<file path="src/rtl/ram_rmw_ctrl.sv">
// Read-modify-write controller for a saturating 4-bit counter RAM.
// Issues a read, computes the new value, writes it back only when it changed.
module ram_rmw_ctrl #(
  parameter int DEPTH   = 1070,
  parameter int TIMEOUT = 7
) (
  input  logic        clk,
  input  logic        rst_n,
  input  logic        req_valid,
  output logic        req_ready,
  input  logic [10:0] req_addr,
  input  logic [1:0]  req_op,
  input  logic [3:0]  req_data,
  output logic        ram_en,
  output logic        ram_we,
  output logic [10:0] ram_addr,
  output logic [3:0]  ram_di,
  input  logic [3:0]  ram_do,
  input  logic        ram_do_valid,
  output logic        rsp_valid,
  output logic [3:0]  rsp_data,
  output logic [10:0] rsp_addr,
  output logic        rsp_err
);

  typedef enum logic [2:0] {IDLE, RD_ISSUE, RD_WAIT, WR_ISSUE, WR_WAIT, RESP} state_t;

  localparam int              CW       = $clog2(TIMEOUT + 1);
  localparam logic [CW-1:0]   CNT_LAST = CW'(TIMEOUT - 1);
  localparam logic [11:0]     DEPTH_L  = 12'(DEPTH);

  state_t        state_reg, state_next;
  logic [10:0]   addr_reg, addr_next;
  logic [1:0]    op_reg, op_next;
  logic [3:0]    data_reg, data_next;
  logic [3:0]    old_reg, old_next;
  logic [3:0]    new_reg, new_next;
  logic          err_reg, err_next;
  logic [CW-1:0] cnt_reg, cnt_next;
  // Holds req_ready low until the first clock edge after reset is released.
  logic          rdy_reg;
  logic [3:0]    calc_val;

  always_ff @(posedge clk) begin
    if (!rst_n) begin
      state_reg <= IDLE;
      addr_reg  <= '0;
      op_reg    <= '0;
      data_reg  <= '0;
      old_reg   <= '0;
      new_reg   <= '0;
      err_reg   <= 1'b0;
      cnt_reg   <= '0;
      rdy_reg   <= 1'b0;
    end else begin
      state_reg <= state_next;
      addr_reg  <= addr_next;
      op_reg    <= op_next;
      data_reg  <= data_next;
      old_reg   <= old_next;
      new_reg   <= new_next;
      err_reg   <= err_next;
      cnt_reg   <= cnt_next;
      rdy_reg   <= 1'b1;
    end
  end

  always_comb begin
    calc_val = ram_do;
    case (op_reg)
      2'b00:   calc_val = (ram_do == 4'hF) ? ram_do : ram_do + 4'd1;
      2'b01:   calc_val = (ram_do == 4'h0) ? ram_do : ram_do - 4'd1;
      2'b10:   calc_val = data_reg;
      default: calc_val = ram_do;
    endcase
  end

  always_comb begin
    state_next = state_reg;
    addr_next  = addr_reg;
    op_next    = op_reg;
    data_next  = data_reg;
    old_next   = old_reg;
    new_next   = new_reg;
    err_next   = err_reg;
    cnt_next   = cnt_reg;
    case (state_reg)
      IDLE: begin
        if (req_valid && rdy_reg) begin
          addr_next = req_addr;
          op_next   = req_op;
          data_next = req_data;
          old_next  = '0;
          new_next  = '0;
          cnt_next  = '0;
          if ({1'b0, req_addr} < DEPTH_L) begin
            err_next   = 1'b0;
            state_next = RD_ISSUE;
          end else begin
            err_next   = 1'b1;
            state_next = RESP;
          end
        end
      end
      RD_ISSUE: begin
        cnt_next   = '0;
        state_next = RD_WAIT;
      end
      RD_WAIT: begin
        if (ram_do_valid) begin
          old_next = ram_do;
          new_next = calc_val;
          state_next = (op_reg == 2'b11 || calc_val == ram_do) ? RESP : WR_ISSUE;
        end else if (cnt_reg == CNT_LAST) begin
          err_next   = 1'b1;
          state_next = RESP;
        end else begin
          cnt_next = cnt_reg + 1'b1;
        end
      end
      WR_ISSUE: begin
        cnt_next   = '0;
        state_next = WR_WAIT;
      end
      WR_WAIT: begin
        if (ram_do_valid) begin
          state_next = RESP;
        end else if (cnt_reg == CNT_LAST) begin
          err_next   = 1'b1;
          state_next = RESP;
        end else begin
          cnt_next = cnt_reg + 1'b1;
        end
      end
      RESP:    state_next = IDLE;
      default: state_next = IDLE;
    endcase
  end

  assign req_ready = (state_reg == IDLE) && rdy_reg;
  assign ram_en    = (state_reg == RD_ISSUE) || (state_reg == WR_ISSUE);
  assign ram_we    = (state_reg == WR_ISSUE);
  assign ram_di    = (state_reg == WR_ISSUE) ? new_reg : 4'd0;
  assign ram_addr  = (state_reg == IDLE) ? 11'd0 : addr_reg;
  assign rsp_valid = (state_reg == RESP);
  assign rsp_err   = (state_reg == RESP) && err_reg;
  assign rsp_data  = (state_reg == RESP) ? old_reg : 4'd0;
  assign rsp_addr  = (state_reg == RESP) ? addr_reg : 11'd0;

endmodule

</file>
<file path="config.mk">
export PLATFORM = sky130hd
export DESIGN_NAME = ram_rmw_ctrl
export DESIGN_NICKNAME = d
export VERILOG_FILES = /design/src/rtl/ram_rmw_ctrl.sv
export SDC_FILE = /design/constraint.sdc
export NUM_CORES = 1
export LEC_CHECK = 0
export CAP_MARGIN = 20
export CELL_PAD_IN_SITES_DETAIL_PLACEMENT = 1
export CELL_PAD_IN_SITES_GLOBAL_PLACEMENT = 2
export CORE_MARGIN = 1
export CORE_UTILIZATION = 27
export DETAILED_ROUTE_END_ITERATION = 8
export PLACE_DENSITY = 0.8
export SYNTH_ARGS = -nofsm -noshare
export SYNTH_HDL_FRONTEND = slang
export SYNTH_SLANG_ARGS = --single-unit
</file>
<file path="constraint.sdc">
create_clock -name clk -period 2.1 [get_ports clk]
set_input_delay 0.21 -clock clk [delete_from_list [all_inputs] [get_ports clk]]
set_output_delay 0.21 -clock clk [all_outputs]
set_load 0.01 [all_outputs]
</file>
# Word-level counts from Yosys, hierarchy flattened
# Cells that the tools add are included.
[totals]
ff_bits = 33
input_bits = 25
out_inout_bits = 35
wordCells = 75
[op_classes]
addsub = 3
n_lt_le_gt_ge = 1
eq_ne = 16
n_mux = 29
n_reduce_logical = 17
[ops]
columns = ["cell", "count"]
rows = [
  ["$mux W4", 7],
  ["$mux W3", 9],
  ["$mux W11", 2],
  ["$pmux W4 S2", 2],
  ["$pmux W3 S5", 1],
  ["$pmux W4 S3", 1],
  ["$lt A11 B11 Y1 const B", 1],
  ["$eq A3 B3 Y1 const B", 3],
  ["$pmux W3 S3", 1],
  ["$ne A2 B2 Y1 const B", 4],
  ["$reduce_and A4 Y1", 2],
  ["$eq A3 B2 Y1 const B", 2],
  ["$mux W1", 5],
  ["$add A4 B1 Y4 const B", 1],
  ["$eq A2 B2 Y1 const B", 2],
  ["$eq A4 B4 Y1", 1],
  ["$eq A4 B4 Y1 const B", 1],
  ["$logic_not A4 Y1", 1],
  ["$reduce_bool A2 Y1", 2],
  ["$reduce_or A2 Y1", 2],
  ["$sub A4 B1 Y4 const B", 1],
  ["$add A3 B1 Y3 const B", 1],
  ["$eq A3 B1 Y1 const B", 1],
  ["$logic_and A1 B1 Y1", 3],
  ["other kinds (9)", 10],
]

# Depth between registers and ports, before layout
# Gate-level depths: netlist (run 1).
[depth]
ltp_word = 8
depth_mapped = 8
ltp_nobuf = 7

# Worst setup path after synthesis (run 1)
# No wires, ideal clock.
[synth_path]
path_kind = "input port to flip-flop"
start = "input port ram_do[0]"
end = "register state_reg[1]"
setup_ns = 0.138
t_arrival_ns = 1.553
required_ns = 1.962
slack_ns = 0.409
stages = 8
path_cell_list = "buf_6 -> inv_1 -> ha_1 -> nor3b_2 -> a32o_1 -> o21ai_0 -> o41ai_2 -> a41oi_2"
[synth_via]
elab_chain_cells = 8
word_cells_on_any_way = 12
cone_classes = "2 x add/sub; 2 x eq/ne; 6 x mux; 2 x reduce/logical"
[synth_lines]
columns = ["element", "line", "text"]
rows = [
  ["from (decl)", "18", "input logic [3:0] ram_do,"],
  ["$sub A4 B1 Y4, or another cell as far along", "72", "2'b01: calc_val = (ram_do == 4'h0) ? ram_do : ram_do - 4'd1;"],
  ["$mux W4, on equally long branches", "72, 71", ""],
  ["$pmux W4 S3", "70", "case (op_reg)"],
  ["$eq A4 B4 Y1 *", "113", "state_next = (op_reg == 2'b11 || calc_val == ram_do) ? RESP : WR_ISSUE;"],
  ["$logic_or A1 B1 Y1 *", "113", ""],
  ["$mux W3 *", "113", ""],
  ["$mux W3 *", "110", "if (ram_do_valid) begin"],
  ["$pmux W3 S5 *", "87", "case (state_reg)"],
  ["to (signal assigned)", "56", "state_reg <= state_next;"],
  ["to (decl)", "32", "state_t state_reg, state_next;"],
]
# Mark *: on every way between the ends. The rest lies on a longest branch, timed or not.
# A chain may end at the register's enable or synchronous reset.

# Worst setup path in the final report (run 1)
[layout_path]
start = "register state_reg[2]"
end = "output port rsp_data[1]"
[layout_via]
elab_chain_cells = 2
[layout_lines]
columns = ["element", "line", "text"]
rows = [
  ["$eq A3 B3 Y1", "147", "assign rsp_data = (state_reg == RESP) ? old_reg : 4'd0;"],
  ["$mux W4", "147", ""],
  ["to (decl)", "21", "output logic [3:0] rsp_data,"],
]
# No other way between the ends.

==> metrics.md, run 1 <==
| Metric | Value |
|---|---|
| Via count | `2,311` |
| Leakage power total | `0.00147 uW` |
| Chip width | `92.6 um` |
| Avg Inst Size Synth | `7.89 um^2` |
| Most common cell after layout, fill and taps aside | `nand2_1` |
| Cts hold-fix bufs | `0` |
| Min cycle time layout | `2010 ps` |
| Port Buffers | `59` |
| Asr flop ratio synth | `0` |
| Worst EP arrival | `1800 ps` |
| Post-CTS Setup Bufs | `0` |
| Worst hold-check path type | `reg2reg` |
| Max-Cap Viols | `0` |
| Slew headroom | `0.661` |
| RSZ-0062 raised after global routing | `yes` |
| GP Congestion | `0.843` |
| Max reg flops | `11` |
| Final hold vios | `0` |
| Final setup violation count | `0` |
| Reg clk slew, reported paths | `70 ps` |
| Initial drt markers | `43` |
| Finished Core Util | `0.420` |
| Crit path max fanout | `6` |
| Final worst slack | `86.2 ps` |
| Io pins | `60` |
| Least-Margin Pin Slew | `508 ps` |
| Avg WL per Cell | `14.5 um` |
| WL final | `6.81 mm` |
| Worst Hold Depth | `2` |
| Ys flop type | `dfxtp_1` |
| Vias/cell | `4.94` |
| First-pass GRT wire length | `11.4 mm` |
| WHS | `473 ps` |
| Post-synth cell types | `60` |
| Layout cell share with drive strength beyond 1 | `0.175` |
| Sequential fraction of the synthesis area | `0.298` |
| CTS max path bufs | `2` |
| Crit end category | `primary output` |
| Remaining DRCs | `0` |
| Antenna viol nets, final | `0` |
| Row count | `32` |
| Post-Route Skew | `4.78 ps` |
| CP Data Required Time | `1890 ps` |
| Die height | `92.6 um` |
| Outcome | `complete, no violations` |
| Die Footprint | `8570 um^2` |
| FMAX | `497 MHz` |
| Critical path launch point type | `flop` |
| Clk_lat worst skew | `290 ps` |
| Setup TNS | `0 ps` |
| VDD IR max | `0.281 mV` |
| Post-synthesis cell count | `281` |
| Flop pwr share | `0.336` |
| Register bit total from synthesis | `33` |
| Starting Density | `0.282` |
| Grt ovf | `0` |
| Root buffer cell | `clkbuf_8` |
| R2R cell count | `4` |
| CTS Buf Count | `5` |
| CP Class | `reg2out` |
| Most frequent cells in the layout | `45 x nand2_1, 43 x clkdlybuf4s50_1, 35 x buf_4` |
| Fin crit share | `0.959` |
| DRT Pass-1 Iters | `4` |
| Switching share of power | `0.377` |
| Fillcell total | `968` |
| Pwr/cell area | `727 nW/um^2` |
| Pint | `1490 uW` |
| Met3 usage | `0.0361` |
| Synth warnings | `0` |
| GRT Total Usage | `0.169` |
| Logic pwr share | `0.442` |
| Core area | `7850 um^2` |
| Clock Power Share | `0.223` |
| Worst slack, placed | `-184 ps` |
| Area Overhead vs Synth | `48.7%` |
| Top Usage Layer GRT | `met2` |
| Mapped Area | `2220 um^2` |
| Met2 GRT Util | `0.292` |
| Post-DP HPWL | `5.30 mm` |
| Largest net degree at the start of global routing | `20` |
| Antenna violations before repair | `0` |
| Number of global-route vias before repair | `2,414` |
| Syn_nets | `310` |
| Nets | `394` |
| # H-tree levels | `2` |
| ANT cells | `0` |
| CTS tree | `yes` |
| Slew Viols, Final | `0` |
| TritonCTS sink count | `33` |
| Grt met1 use | `0.211` |
| Net Sw Power | `902 uW` |
| Post-synth EDFFs | `0` |
==> cells by family after synthesis <==
family / synth area share
simple gates: 0.326
compound gates: 0.265
flops: 0.298
buf+inv: 0.0666
fa+ha+maj: 0.0271
xor+xnor: 0.00791
mux: 0.00903
==> critical path: stages (launching register included) <==
cell and delay (ps):
dfxtp_4 390, inv_1 90, nor3_4 250, buf_6 140, and2_1 110, clkdlybuf4s50_1 520
==> worst paths after layout <==
| check | endpoint | start | slack (ps) |
|---|---|---|---|
| setup / recovery | rsp_data[1] | state_reg[2]$_SDFFE_PN0P_ | 90 |
| hold / removal | new_reg[3]$_SDFFE_PN0P_ | new_reg[3]$_SDFFE_PN0P_ | 470 |
| setup reg to reg | state_reg[2]$_SDFFE_PN0P_ | op_reg[1]$_SDFFE_PN0P_ | 200 |
| hold reg to reg | new_reg[3]$_SDFFE_PN0P_ | new_reg[3]$_SDFFE_PN0P_ | 470 |
==> metal layers <==
| metal | wire, um | vias up |
|---|---|---|
| li1 | - | 1164 |
| met1 | 3180 | 1092 |
| met2 | 3290 | 50 |
| met3 | 265 | 5 |
| met4 | 72 | 0 |
| met5 | 0 | - |
==> through the flow <==
| stage | instance area (um^2) | total power (uW) | std cells |
|---|---|---|---|
| 2_1_floorplan | 2220 | 1400 | 281 |
| 3_3_place_gp | 3110 | 1830 | 460 |
| 3_5_place_dp | 3110 | 1850 | 460 |
| 4_1_cts | 3230 | 2410 | 468 |
| 5_1_grt | 3290 | 2570 | 468 |
| 6_report | 3290 | 2390 | 468 |
==> synth_stat cells (5+ instances only) <==
cell type,instances,area share
a21boi_0,24,0.081
a21oi_1,8,0.018
and2_1,22,0.062
clkbuf_1,10,0.017
dfxtp_1,33,0.30
inv_1,9,0.015
nand2_1,45,0.076
nand3_1,16,0.036
nor2_1,6,0.010
nor2b_1,14,0.040
nor3_1,8,0.018
nor3b_1,5,0.017
o21ai_0,6,0.014
==> power by group through the flow <==
stage	combinational, uW	clock (uW)	sequential, uW
floorplan	637	0	762
global placement	1030	0	801
detailed placement	1050	0	805
CTS	1060	550	799
global route	1180	580	817
finish	1060	534	803
==> timing repair <==
item,4_1_cts,5_1_grt
cloned,0,0
setup endpoints to repair,22,31
resized for setup,7,22
==> layout make-up <==
| cell class | count | area [um^2] | share of cell area |
|---|---|---|---|
| inverter | 10 | 37.5 | 0.0114 |
| multi-input combinational | 218 | 1440 | 0.437 |
| clock buffer | 7 | 96.3 | 0.0292 |
| clock inverter | 1 | 5.00 | 0.00152 |
| sequential | 33 | 666 | 0.202 |
| timing repair buffer | 97 | 923 | 0.280 |
| tap | 102 | 128 | 0.0387 |
Note: power is estimated with default switching activity, not from simulation.
==> run 2: changes to the inputs <==
CTS_BUF_LIST = sky130_fd_sc_hd__clkbuf_8 sky130_fd_sc_hd__clkbuf_16   (was not set)
==> results of run 2 <==
Same layout as run 1: the final DEF is identical, and so are final timing and power.
==> run 3: changes to the inputs <==
RECOVER_POWER = 25   (was not set)
==> run 3 against run 2 <==
Hold slack is essentially flat. Core utilization shrank 0.13 points. Sequential share of layout area grew 0.062 points. First-iteration DRC count is the same. Global-route usage is the same. Combinational power is essentially flat. Clock power is essentially flat. Sequential cell count is the same. Fmax is essentially flat. Non-clock buffer count is the same. Sequential power is essentially flat. Final cell count is the same.
==> metrics.md, run 3 (synthesized netlist as in run 1, its figures left out) <==
| Metric | Value |
|---|---|
| Multi-input gate area in the final layout | `1440 um^2 (unchanged)` |
| Fin crit share | `0.959 (about the same)` |
| DRT Pass-1 Iters | `4 (unchanged)` |
| Area Overhead vs Synth | `48.2% (was 48.7%)` |
| RSZ-0062 raised after global routing | `yes (unchanged)` |
| CP Data Required Time | `1890 ps (about the same)` |
| Register Area | `666 um^2 (unchanged)` |
| Chip width | `92.6 um (unchanged)` |
| Most common cell after layout, fill and taps aside | `nand2_1 (unchanged)` |
| Die height | `92.6 um (unchanged)` |
| Die Footprint | `8570 um^2 (unchanged)` |
| Reg clk slew, reported paths | `70 ps (about the same)` |
| Least-Margin Pin Slew | `738 ps (was 508 ps)` |
| CP max-delay cell | `clkdlybuf4s50_1 (unchanged)` |
| Slew headroom | `0.508 (was 0.661)` |
| CTS Buf Count | `5 (unchanged)` |
| Total Power | `2390 uW (about the same)` |
| Crit path max fanout | `6 (unchanged)` |
| Largest net degree at the start of global routing | `20 (unchanged)` |
| Worst path cell trace | `inv_1, nor3_4, buf_6, and2_1, clkdlybuf4s50_1 (unchanged)` |
| Layout cell share with drive strength beyond 1 | `0.169 (was 0.175)` |
| Grt ovf | `0 (unchanged)` |
| Leakage power total | `0.00146 uW (was 0.00147 uW)` |
| Avg WL per Cell | `14.5 um (about the same)` |
| Vias/cell | `4.92 (was 4.94)` |
| Post-Route Skew | `4.24 ps (was 4.78 ps)` |
| Post-DP HPWL | `5.30 mm (unchanged)` |
| Initial drt markers | `43 (unchanged)` |
| VDD IR max | `0.281 mV (about the same)` |
| GRT Total Usage | `0.169 (unchanged)` |
| Critical path launch point type | `flop (unchanged)` |
| Port Buffers | `59 (unchanged)` |
| Antenna violations before repair | `0 (unchanged)` |
| # H-tree levels | `2 (unchanged)` |
| Final worst slack | `86.2 ps (about the same)` |
| Min cycle time layout | `2010 ps (about the same)` |
| Io pins | `60 (unchanged)` |
| Clk_lat worst skew | `290 ps (about the same)` |
| Max reg flops | `11 (unchanged)` |
| Fillcell total | `969 (was 968)` |
| Row count | `32 (unchanged)` |
| Slew Viols, Final | `0 (unchanged)` |
| Worst hold-check path type | `reg2reg (unchanged)` |
| Design area | `3280 um^2 (was 3290 um^2)` |
| TritonCTS sink count | `33 (unchanged)` |
| Core area | `7850 um^2 (unchanged)` |
| Worst EP arrival | `1800 ps (about the same)` |
| CP Class | `reg2out (unchanged)` |
| Antenna viol nets, final | `0 (unchanged)` |
| Crit end category | `primary output (unchanged)` |
| First-pass GRT wire length | `11.4 mm (unchanged)` |
| Starting Density | `0.282 (unchanged)` |
| Outcome | `complete, no violations (unchanged)` |
| Post-CTS Setup Bufs | `0 (unchanged)` |
| Remaining DRCs | `0 (unchanged)` |
| Crit path max-delay family | `buffers and inverters (unchanged)` |
| Nets | `394 (unchanged)` |
| GP Congestion | `0.843 (unchanged)` |
| Most frequent cells in the layout | `45 x nand2_1, 43 x clkdlybuf4s50_1, 32 x buf_4 (was 45 x nand2_1, 43 x clkdlybuf4s50_1, 35 x buf_4)` |
| CTS max path bufs | `2 (unchanged)` |
| Max-Cap Viols | `0 (unchanged)` |
| Final hold vios | `0 (unchanged)` |
| Worst slack, placed | `-184 ps (unchanged)` |
| CTS tree | `yes (unchanged)` |
| WL final | `6.81 mm (about the same)` |
| Cts hold-fix bufs | `0 (unchanged)` |
| Root buffer cell | `clkbuf_8 (unchanged)` |
| WHS | `473 ps (about the same)` |
| ANT cells | `0 (unchanged)` |
| FMAX | `497 MHz (about the same)` |
| Pwr/cell area | `726 nW/um^2 (was 727 nW/um^2)` |
| Buf/Inv on CP | `3 (unchanged)` |
| Number of global-route vias before repair | `2,414 (unchanged)` |
| Final setup violation count | `0 (unchanged)` |
| Post-DP Area | `3110 um^2 (unchanged)` |
| Critical Path Max Stage Delay | `520 ps (about the same)` |
| Via count | `2,304 (was 2,311)` |
-- run 3: metrics by stage --
step                utilization  std cells  setup TNS, ps
detailed placement        0.396        460           -571
floorplan                     -        281              0
CTS                       0.412        468              0
global route              0.419        468          -19.9
global placement          0.396        460           -402
finish                    0.419        468              0
-- run 3: power by group --
| group | switching [uW] | total, uW | internal, uW | leakage [uW] |
|---|---|---|---|---|
| Combinational | 577 | 1050 | 473 | 0.00114 |
| Sequential | 88.0 | 803 | 715 | 0.000270 |
| Clock | 237 | 533 | 296 | 0.0000542 |
-- run 3: worst min-delay path, stage by stage, from the launching register on --
cell      delay (ps)
dfxtp_1          310
nand3_1           60
a21boi_1          60
-- run 3: final timing paths --
check	from	endpoint	slack, ps	cells past startpoint
worst max register to register	op_reg[1]$_SDFFE_PN0P_	state_reg[2]$_SDFFE_PN0P_	200	4
worst min-delay path	new_reg[3]$_SDFFE_PN0P_	new_reg[3]$_SDFFE_PN0P_	470	2
worst max-delay path	state_reg[2]$_SDFFE_PN0P_	rsp_data[1]	90	5
worst min register to register	new_reg[3]$_SDFFE_PN0P_	new_reg[3]$_SDFFE_PN0P_	470	2
-- run 3: layout make-up --
class / count / area share
multi-input cells: 218 / 0.438
repair buffers: 97 / 0.278
flip-flops and latches: 33 / 0.203
well taps: 102 / 0.0389
clock buffers: 7 / 0.0293
inverters: 10 / 0.0114
clock inverters: 1 / 0.00152
-- run 3: layer usage --
| metal | GRT usage | routed length, um | up-vias |
|---|---|---|---|
| met4 | 0.0430 | 72 | 0 |
| li1 | - | - | 1164 |
| met3 | 0.0361 | 265 | 5 |
| met1 | 0.211 | 3210 | 1085 |
| met5 | 0 | 0 | - |
| met2 | 0.292 | 3260 | 50 |
-- run 3: repair_timing --
item / in CTS / in global routing
resized for setup: 7 / 22
endpoints found under the hold margin: 0 / 0
endpoints found under the setup margin: 22 / 31
